==> src/rtl/pipelined_shift_unit_pkg.sv <==
// Shared constants for the pipelined shift unit: shift opcode encoding
// used by the decoder, the ALU and every shift level.
package pipelined_shift_unit_pkg;

  typedef logic [1:0] shift_op_t;

  localparam shift_op_t SHOP_SLL = 2'b00;
  localparam shift_op_t SHOP_SRL = 2'b01;
  localparam shift_op_t SHOP_SRA = 2'b10;
  localparam shift_op_t SHOP_ROL = 2'b11;

endpackage

==> src/rtl/pipelined_shift_unit_if.sv <==
// Operand-in / result-out bus of the pipelined shift unit. A transfer happens
// on a rising edge where valid & ready are both 1; valid must not depend on ready.
interface pipelined_shift_unit_if
  import pipelined_shift_unit_pkg::*;
#(
  parameter int DATA_W  = 32,
  parameter int SHAMT_W = 5,
  parameter int TAG_W   = 5
);

  logic               in_valid;
  logic               in_ready;
  logic [DATA_W-1:0]  in_data;
  logic [SHAMT_W-1:0] in_shamt;
  shift_op_t          in_op;
  logic [TAG_W-1:0]   in_tag;
  logic               out_valid;
  logic               out_ready;
  logic [DATA_W-1:0]  out_data;
  logic [TAG_W-1:0]   out_tag;

  modport master (
    output in_valid, in_data, in_shamt, in_op, in_tag, out_ready,
    input  in_ready, out_valid, out_data, out_tag
  );

  modport slave (
    input  in_valid, in_data, in_shamt, in_op, in_tag, out_ready,
    output in_ready, out_valid, out_data, out_tag
  );

endinterface

==> src/rtl/pipelined_shift_unit_shift_level.sv <==
// One combinational barrel-shifter level: shifts by the fixed distance DIST
// when en is set, otherwise passes data through.
module shift_level
  import pipelined_shift_unit_pkg::*;
#(
  parameter int DATA_W = 32,
  parameter int DIST   = 1
) (
  input  logic [DATA_W-1:0] data,
  input  logic              en,
  input  shift_op_t         op,
  input  logic              sign,
  output logic [DATA_W-1:0] data_out
);

  always_comb begin
    data_out = data;
    if (en) begin
      case (op)
        SHOP_SLL: data_out = {data[DATA_W-1-DIST:0], {DIST{1'b0}}};
        SHOP_SRL: data_out = {{DIST{1'b0}}, data[DATA_W-1:DIST]};
        // sign is the MSB of the original operand, not of this level's input
        SHOP_SRA: data_out = {{DIST{sign}}, data[DATA_W-1:DIST]};
        default:  data_out = {data[DATA_W-1-DIST:0], data[DATA_W-1 -: DIST]};
      endcase
    end
  end

endmodule

==> src/rtl/pipelined_shift_unit.sv <==
// Pipelined barrel shifter (SLL/SRL/SRA/ROL) with tag pass-through, a global
// stall driven by the output handshake, and a synchronous flush.
module pipelined_shift_unit
  import pipelined_shift_unit_pkg::*;
#(
  parameter int DATA_W    = 32,
  parameter int SHAMT_W   = 5,
  parameter int TAG_W     = 5,
  parameter int PIPELINED = 1
) (
  input logic                  clock,
  input logic                  reset,
  input logic                  flush,
  pipelined_shift_unit_if.slave bus
);

  logic stall;

  assign stall        = bus.out_valid & ~bus.out_ready;
  assign bus.in_ready = ~stall;

  genvar k;
  generate
    for (k = 0; k < SHAMT_W; k++) begin : g_level
      // level inputs
      logic               valid;
      logic [DATA_W-1:0]  din;
      logic [SHAMT_W-1:0] shamt;
      shift_op_t          op;
      logic               sign;
      logic [TAG_W-1:0]   tag;
      logic [DATA_W-1:0]  dout;
      // stage outputs; shamt is pre-shifted so the next level always uses its MSB
      logic               s_valid;
      logic [DATA_W-1:0]  s_data;
      logic [SHAMT_W-1:0] s_shamt;
      shift_op_t          s_op;
      logic               s_sign;
      logic [TAG_W-1:0]   s_tag;

      if (k == 0) begin : g_src
        assign valid = bus.in_valid;
        assign din   = bus.in_data;
        assign shamt = bus.in_shamt;
        assign op    = bus.in_op;
        assign sign  = bus.in_data[DATA_W-1];
        assign tag   = bus.in_tag;
      end else begin : g_src
        assign valid = g_level[k-1].s_valid;
        assign din   = g_level[k-1].s_data;
        assign shamt = g_level[k-1].s_shamt;
        assign op    = g_level[k-1].s_op;
        assign sign  = g_level[k-1].s_sign;
        assign tag   = g_level[k-1].s_tag;
      end

      shift_level #(
        .DATA_W (DATA_W),
        .DIST   (1 << (SHAMT_W - 1 - k))
      ) u_level (
        .data     (din),
        .en       (shamt[SHAMT_W-1]),
        .op       (op),
        .sign     (sign),
        .data_out (dout)
      );

      if (PIPELINED != 0 || k == SHAMT_W - 1) begin : g_reg
        // flush is applied after the stall hold so it wins over a stall
        always_ff @(posedge clock or posedge reset) begin
          if (reset) begin
            s_valid <= 1'b0;
            s_data  <= '0;
            s_shamt <= '0;
            s_op    <= SHOP_SLL;
            s_sign  <= 1'b0;
            s_tag   <= '0;
          end else begin
            if (!stall) begin
              s_valid <= valid;
              s_data  <= dout;
              s_shamt <= shamt << 1;
              s_op    <= op;
              s_sign  <= sign;
              s_tag   <= tag;
            end
            if (flush) s_valid <= 1'b0;
          end
        end
      end else begin : g_comb
        assign s_valid = valid;
        assign s_data  = dout;
        assign s_shamt = shamt << 1;
        assign s_op    = op;
        assign s_sign  = sign;
        assign s_tag   = tag;
      end
    end
  endgenerate

  assign bus.out_valid = g_level[SHAMT_W-1].s_valid;
  assign bus.out_data  = g_level[SHAMT_W-1].s_data;
  assign bus.out_tag   = g_level[SHAMT_W-1].s_tag;

endmodule

==> src/flat_wrapper.sv <==
// flat-port wrapper written by rule: the top's interface ports become plain ports
module pipelined_shift_unit_flat import pipelined_shift_unit_pkg::*;
#(
  parameter int DATA_W    = 32,
  parameter int SHAMT_W   = 5,
  parameter int TAG_W     = 5,
  parameter int PIPELINED = 1
)
  (clock, reset, flush, bus_in_valid, bus_in_data, bus_in_shamt, bus_in_op, bus_in_tag, bus_out_ready, bus_in_ready, bus_out_valid, bus_out_data, bus_out_tag);
  pipelined_shift_unit_if #(.DATA_W(DATA_W), .SHAMT_W(SHAMT_W), .TAG_W(TAG_W)) bus_i ();
  input logic clock;
  input logic reset;
  input logic flush;
  input wire logic [$bits(bus_i.in_valid)-1:0] bus_in_valid;
  input wire logic [$bits(bus_i.in_data)-1:0] bus_in_data;
  input wire logic [$bits(bus_i.in_shamt)-1:0] bus_in_shamt;
  input wire logic [$bits(bus_i.in_op)-1:0] bus_in_op;
  input wire logic [$bits(bus_i.in_tag)-1:0] bus_in_tag;
  input wire logic [$bits(bus_i.out_ready)-1:0] bus_out_ready;
  output wire logic [$bits(bus_i.in_ready)-1:0] bus_in_ready;
  output wire logic [$bits(bus_i.out_valid)-1:0] bus_out_valid;
  output wire logic [$bits(bus_i.out_data)-1:0] bus_out_data;
  output wire logic [$bits(bus_i.out_tag)-1:0] bus_out_tag;
  assign bus_i.in_valid = bus_in_valid;
  assign bus_i.in_data = bus_in_data;
  assign bus_i.in_shamt = bus_in_shamt;
  assign bus_i.in_op = bus_in_op;
  assign bus_i.in_tag = bus_in_tag;
  assign bus_i.out_ready = bus_out_ready;
  assign bus_in_ready = bus_i.in_ready;
  assign bus_out_valid = bus_i.out_valid;
  assign bus_out_data = bus_i.out_data;
  assign bus_out_tag = bus_i.out_tag;
  pipelined_shift_unit #(.DATA_W(DATA_W), .SHAMT_W(SHAMT_W), .TAG_W(TAG_W), .PIPELINED(PIPELINED)) u_core (.clock(clock), .reset(reset), .flush(flush), .bus(bus_i));
endmodule
==> config.mk <==
export PLATFORM = sky130hd
export DESIGN_NAME = pipelined_shift_unit_flat
export DESIGN_NICKNAME = d
export VERILOG_FILES = /design/src/rtl/pipelined_shift_unit_pkg.sv /design/src/rtl/pipelined_shift_unit_if.sv /design/src/rtl/pipelined_shift_unit_shift_level.sv /design/src/rtl/pipelined_shift_unit.sv /design/src/flat_wrapper.sv
export SDC_FILE = /design/constraint.sdc
export NUM_CORES = 1
export LEC_CHECK = 0
export ABC_AREA = 1
export CAP_MARGIN = 30
export CORE_ASPECT_RATIO = 1.5
export CORE_UTILIZATION = 25
export DETAILED_ROUTE_END_ITERATION = 12
export GPL_TIMING_DRIVEN = 0
export SLEW_MARGIN = 30
export SYNTH_ARGS = -nofsm -noshare
export SYNTH_HDL_FRONTEND = slang
export SYNTH_SLANG_ARGS = --single-unit
export TNS_END_PERCENT = 100
==> constraint.sdc <==
create_clock -name clock -period 7.4 [get_ports clock]
set_clock_uncertainty 0.2 [all_clocks]
set_input_delay 1.48 -clock clock [delete_from_list [all_inputs] [get_ports clock]]
set_output_delay 1.48 -clock clock [all_outputs]
set_load 0.1 [all_outputs]
==> impl_summary.md <==
Floorplan
The die is 266 um tall. The floorplan step defined a die boundary enclosing 47200 um^2. The placeable core region is 45800 um^2. The placement row count is 96. The initial utilization of the core area, before any placement, comes to 25.3%. 88 I/O pins were placed. The die width is 178 um.

Detailed routing
The first routing iteration left 461 violations. After detailed routing, the number of vias per cell comes to 4.55. The final routed wire length divided by cell count is 14.9 um. The first TritonRoute pass finished after 5 iterations. Across all layers, the routed design uses 10800 vias.

The total DRC errors in the routed layout is 0. The detail route stage leaves a number of antenna-violating nets equal to 0. The final layout contains routed wiring with a total length of 35.5 mm.

Layout
The fraction of final layout cells with drive strength greater than 1 is 6.69%. The post-layout net count is 1826. The relative area change from synthesis to final layout is 22.2%. The number of antenna diodes in the final layout is 0.

Timing
Final hold analysis gives a worst-case slack of 0.270 ns. The actual transition at the worst max-transition pin is 1.01 ns. The share of the clock period used by the worst path is 76.4%. Static timing analysis puts the maximum clock frequency at 177 MHz.

After layout, the minimum clock period comes to 5.65 ns. The max-slew violation count is 0. The total count of hold-check failures in the final report is 0.

Setup repair after global routing left no endpoint under its margin. The count of endpoints failing setup in the final report is 0. The summed negative setup slack over all endpoints is 0 ns. Measured against its own limit, the worst slew margin works out to 32.6%.

Synthesis
The dominant synthesized flop cell is sky130_fd_sc_hd__dfrtp_1. The number of distinct library cells after synthesis is 21. By area the synthesized netlist is led by sky130_fd_sc_hd__dfrtp_1, sky130_fd_sc_hd__nand2_1, sky130_fd_sc_hd__nand3_1, sky130_fd_sc_hd__inv_1, sky130_fd_sc_hd__o21ai_0. Synthesis produced a netlist with a net count of 1707. In this run the mean area of a mapped cell was 6.98 um^2. The top-area cell type share of the netlist area is 45.8%. The number of storage elements in the synthesis netlist is 212. The synthesized design spends more area on one cell type than any other, namely sky130_fd_sc_hd__dfrtp_1.

Counting flops with an async set or reset pin after synthesis yields a share of 100%. The synthesized cell area is 11600 um^2. The instance count of the mapped netlist is 1658. Sequential cells were found to cover 45.8% of the synthesized design area. During synthesis, Yosys emitted a total of 0 warnings. The number of enable flip-flop cells after synthesis is 0.

Critical path
In this run the critical register-to-register path is captured at u_core.g_level[2].s_data[8]. The largest driver fanout on the critical path is 10. The largest single stage delay on the critical path is 1.17 ns. The launch point of the worst path is bus_out_ready. The kind of launch point of the worst setup path is an input port. The data arrival at the endpoint of the critical path is 3.97 ns.

The timing endpoint of the critical path is bus_in_ready. The sort of element at the end of the critical path is a primary output. Setup slack on the worst reg-to-reg path comes out at 5.39 ns. The critical path goes through clkdlybuf4s50_1, inv_1, nand2_2, buf_2, buf_2, clkdlybuf4s50_1. The classification of the worst setup path is input port to primary output.

STA puts the critical path data required time at 5.72 ns. The worst reg2reg path depth is 6. In this run the critical register-to-register path is launched from u_core.bus.out_valid. Among all stages on the critical path, the largest delay is contributed by sky130_fd_sc_hd__clkdlybuf4s50_1.

Clock tree
After clock tree synthesis, the clock-pin slew on the worst setup and hold paths is 0.06 ns. The clock reaches the later pin of the worst-skew pair after 0.53 ns. In this run, post-CTS repair resized a total of 0 instances. The clock tree from TritonCTS is done.

The clock passes through at most 3 buffers. CTS built an H-tree with a depth of 1. The root buffer selected by CTS is sky130_fd_sc_hd__clkbuf_16.

The count of hold buffers inserted by post-cts repair is 0. Buffers added to address setup during post-CTS repair amount to 0. The clock buffer count from CTS is 22.

The tree built by TritonCTS fans out to 212 sinks.

Flow run
The number of max-cap violations is 0.

Global routing
Global routing consumed, over all layers together, 15.5% of the routing resources. The final global-route overflow total is 0. The pin count of the biggest net entering global routing is 32. The number of global-route vias before repair is 11000.

The initial antenna violation count is 0. The wire length of the first global-routing pass is 58.1 mm.

Hold path
The worst min-delay path class is flop to flop.

Run status
The flow ran to the end, and the final reports show no timing, DRC or antenna violations.

Placement
The final weighted congestion in routability-driven placement is 0.939. Buffers placed on the I/O ports in this run total 87. The wire-length estimate of the detail-placed layout is 28.3 mm.

Power
The total power divided by cell area is 250 nW/um^2. The worst vdd rail ir drop is 0.123 mV. The analysis attributes to cell leakage a power of 6.93 nW.
logic make-up after synthesis:
logic type	count (synthesis)	synth area share, %
AOI/OAI and AO/OA	319	14.0
buffers and inverters	365	12.8
DFF	212	45.8
and+or+nand+nor	762	27.4
metrics by stage:
stage | total power, mW | cell area (um^2) | util (%) | cells | setup WS [ns]
after floorplan | 2.09 | 11600 | - | 1658 | 2.96
after global placement | 2.37 | 13200 | 28.8 | 2333 | 1.33
after CTS | 3.58 | 14100 | 30.9 | 2381 | 1.73
after detailed placement | 2.39 | 13400 | 29.2 | 2341 | 1.73
final | 3.54 | 14100 | 30.9 | 2381 | 1.75
after global routing | 3.73 | 14100 | 30.9 | 2381 | 1.67
area by class of cell:
type                    count  area (um^2)
fillers                  4987        31600
flip-flops and latches    212         5310
multi-input cells        1081         4790
repair buffers             95         1050
inverters                 256          965
well taps                 588          736
clock buffers              33          672
plain buffers             109          520
clock inverters             7          105
registers in the layout, indices dropped and copies added, names as in the netlist:
register and cells:
u_core.bus.out_tag 5, u_core.g_level.s_tag 20, u_core.g_level.s_sign 4, u_core.g_level.s_op 8, u_core.g_level.s_valid 4, u_core.g_level.s_data 128
u_core.g_level.s_shamt 10, u_core.bus.out_data 32, u_core.bus.out_valid 1
cell usage in the layout (no fill, tap or decap), types with 2 or more instances in the layout:
cell type | netlist | routed
sky130_fd_sc_hd__nand2_1 | 370 | 370
sky130_fd_sc_hd__inv_1 | 250 | 249
sky130_fd_sc_hd__nand3_1 | 219 | 219
sky130_fd_sc_hd__dfrtp_1 | 212 | 212
sky130_fd_sc_hd__o21ai_0 | 171 | 171
sky130_fd_sc_hd__nor2_1 | 164 | 164
sky130_fd_sc_hd__a21oi_1 | 129 | 129
sky130_fd_sc_hd__clkdlybuf4s50_1 | 0 | 86
sky130_fd_sc_hd__buf_2 | 53 | 54
sky130_fd_sc_hd__clkbuf_1 | 42 | 45
sky130_fd_sc_hd__clkbuf_16 | 0 | 22
sky130_fd_sc_hd__a31oi_1 | 17 | 17
sky130_fd_sc_hd__clkbuf_8 | 0 | 8
sky130_fd_sc_hd__buf_1 | 6 | 6
sky130_fd_sc_hd__inv_2 | 5 | 5
sky130_fd_sc_hd__buf_12 | 0 | 5
sky130_fd_sc_hd__buf_4 | 4 | 4
sky130_fd_sc_hd__buf_6 | 4 | 4
sky130_fd_sc_hd__nand2_2 | 4 | 4
sky130_fd_sc_hd__clkinvlp_4 | 0 | 3
sky130_fd_sc_hd__buf_16 | 0 | 3
sky130_fd_sc_hd__nand2_4 | 2 | 2
sky130_fd_sc_hd__o21ai_1 | 2 | 2
sky130_fd_sc_hd__bufinv_16 | 0 | 2
power by group:
part / switching (mW) / internal, mW / total, mW
logic: 0.695 / 0.272 / 0.967
clock network: 0.478 / 0.700 / 1.18
registers: 0.0834 / 1.31 / 1.39
how the worst min path moves through the flow:
stage | from | cells past startpoint | end
global route | u_core.g_level[3].s_tag[2] | 2 | u_core.g_level[3].s_tag[2]
floorplan | u_core.g_level[0].s_shamt[1] | 2 | u_core.g_level[0].s_shamt[1]
CTS | u_core.g_level[2].s_tag[3] | 2 | u_core.g_level[2].s_tag[3]
global placement | u_core.g_level[3].s_tag[0] | 2 | u_core.g_level[3].s_tag[0]
detailed placement | u_core.g_level[2].s_tag[3] | 2 | u_core.g_level[2].s_tag[3]
finish | u_core.g_level[3].s_tag[0] | 2 | u_core.g_level[3].s_tag[0]
cells in the mapped netlist, types with 5 or more instances:
| cell type | number |
|---|---|
| sky130_fd_sc_hd__nor2_1 | 164 |
| sky130_fd_sc_hd__inv_1 | 250 |
| sky130_fd_sc_hd__inv_2 | 5 |
| sky130_fd_sc_hd__nand3_1 | 219 |
| sky130_fd_sc_hd__dfrtp_1 | 212 |
| sky130_fd_sc_hd__a21oi_1 | 129 |
| sky130_fd_sc_hd__a31oi_1 | 17 |
| sky130_fd_sc_hd__nand2_1 | 370 |
| sky130_fd_sc_hd__clkbuf_1 | 42 |
| sky130_fd_sc_hd__buf_1 | 6 |
| sky130_fd_sc_hd__buf_2 | 53 |
| sky130_fd_sc_hd__o21ai_0 | 171 |
routing by layer:
metal	global-route usage [%]	vias to the layer above	routed length, um
met2	29.6	235	18800
met5	0	-	0
met1	16.5	5066	13700
li1	-	5464	-
met3	1.50	77	1170
met4	8.11	0	1790
worst max-delay path, delay by kind of cell:
kind | cells | cell delay (ns)
AND/OR/NAND/NOR | 1 | 0.25
buffers and inverters | 5 | 2.22
(Power assumes the default switching activity.)
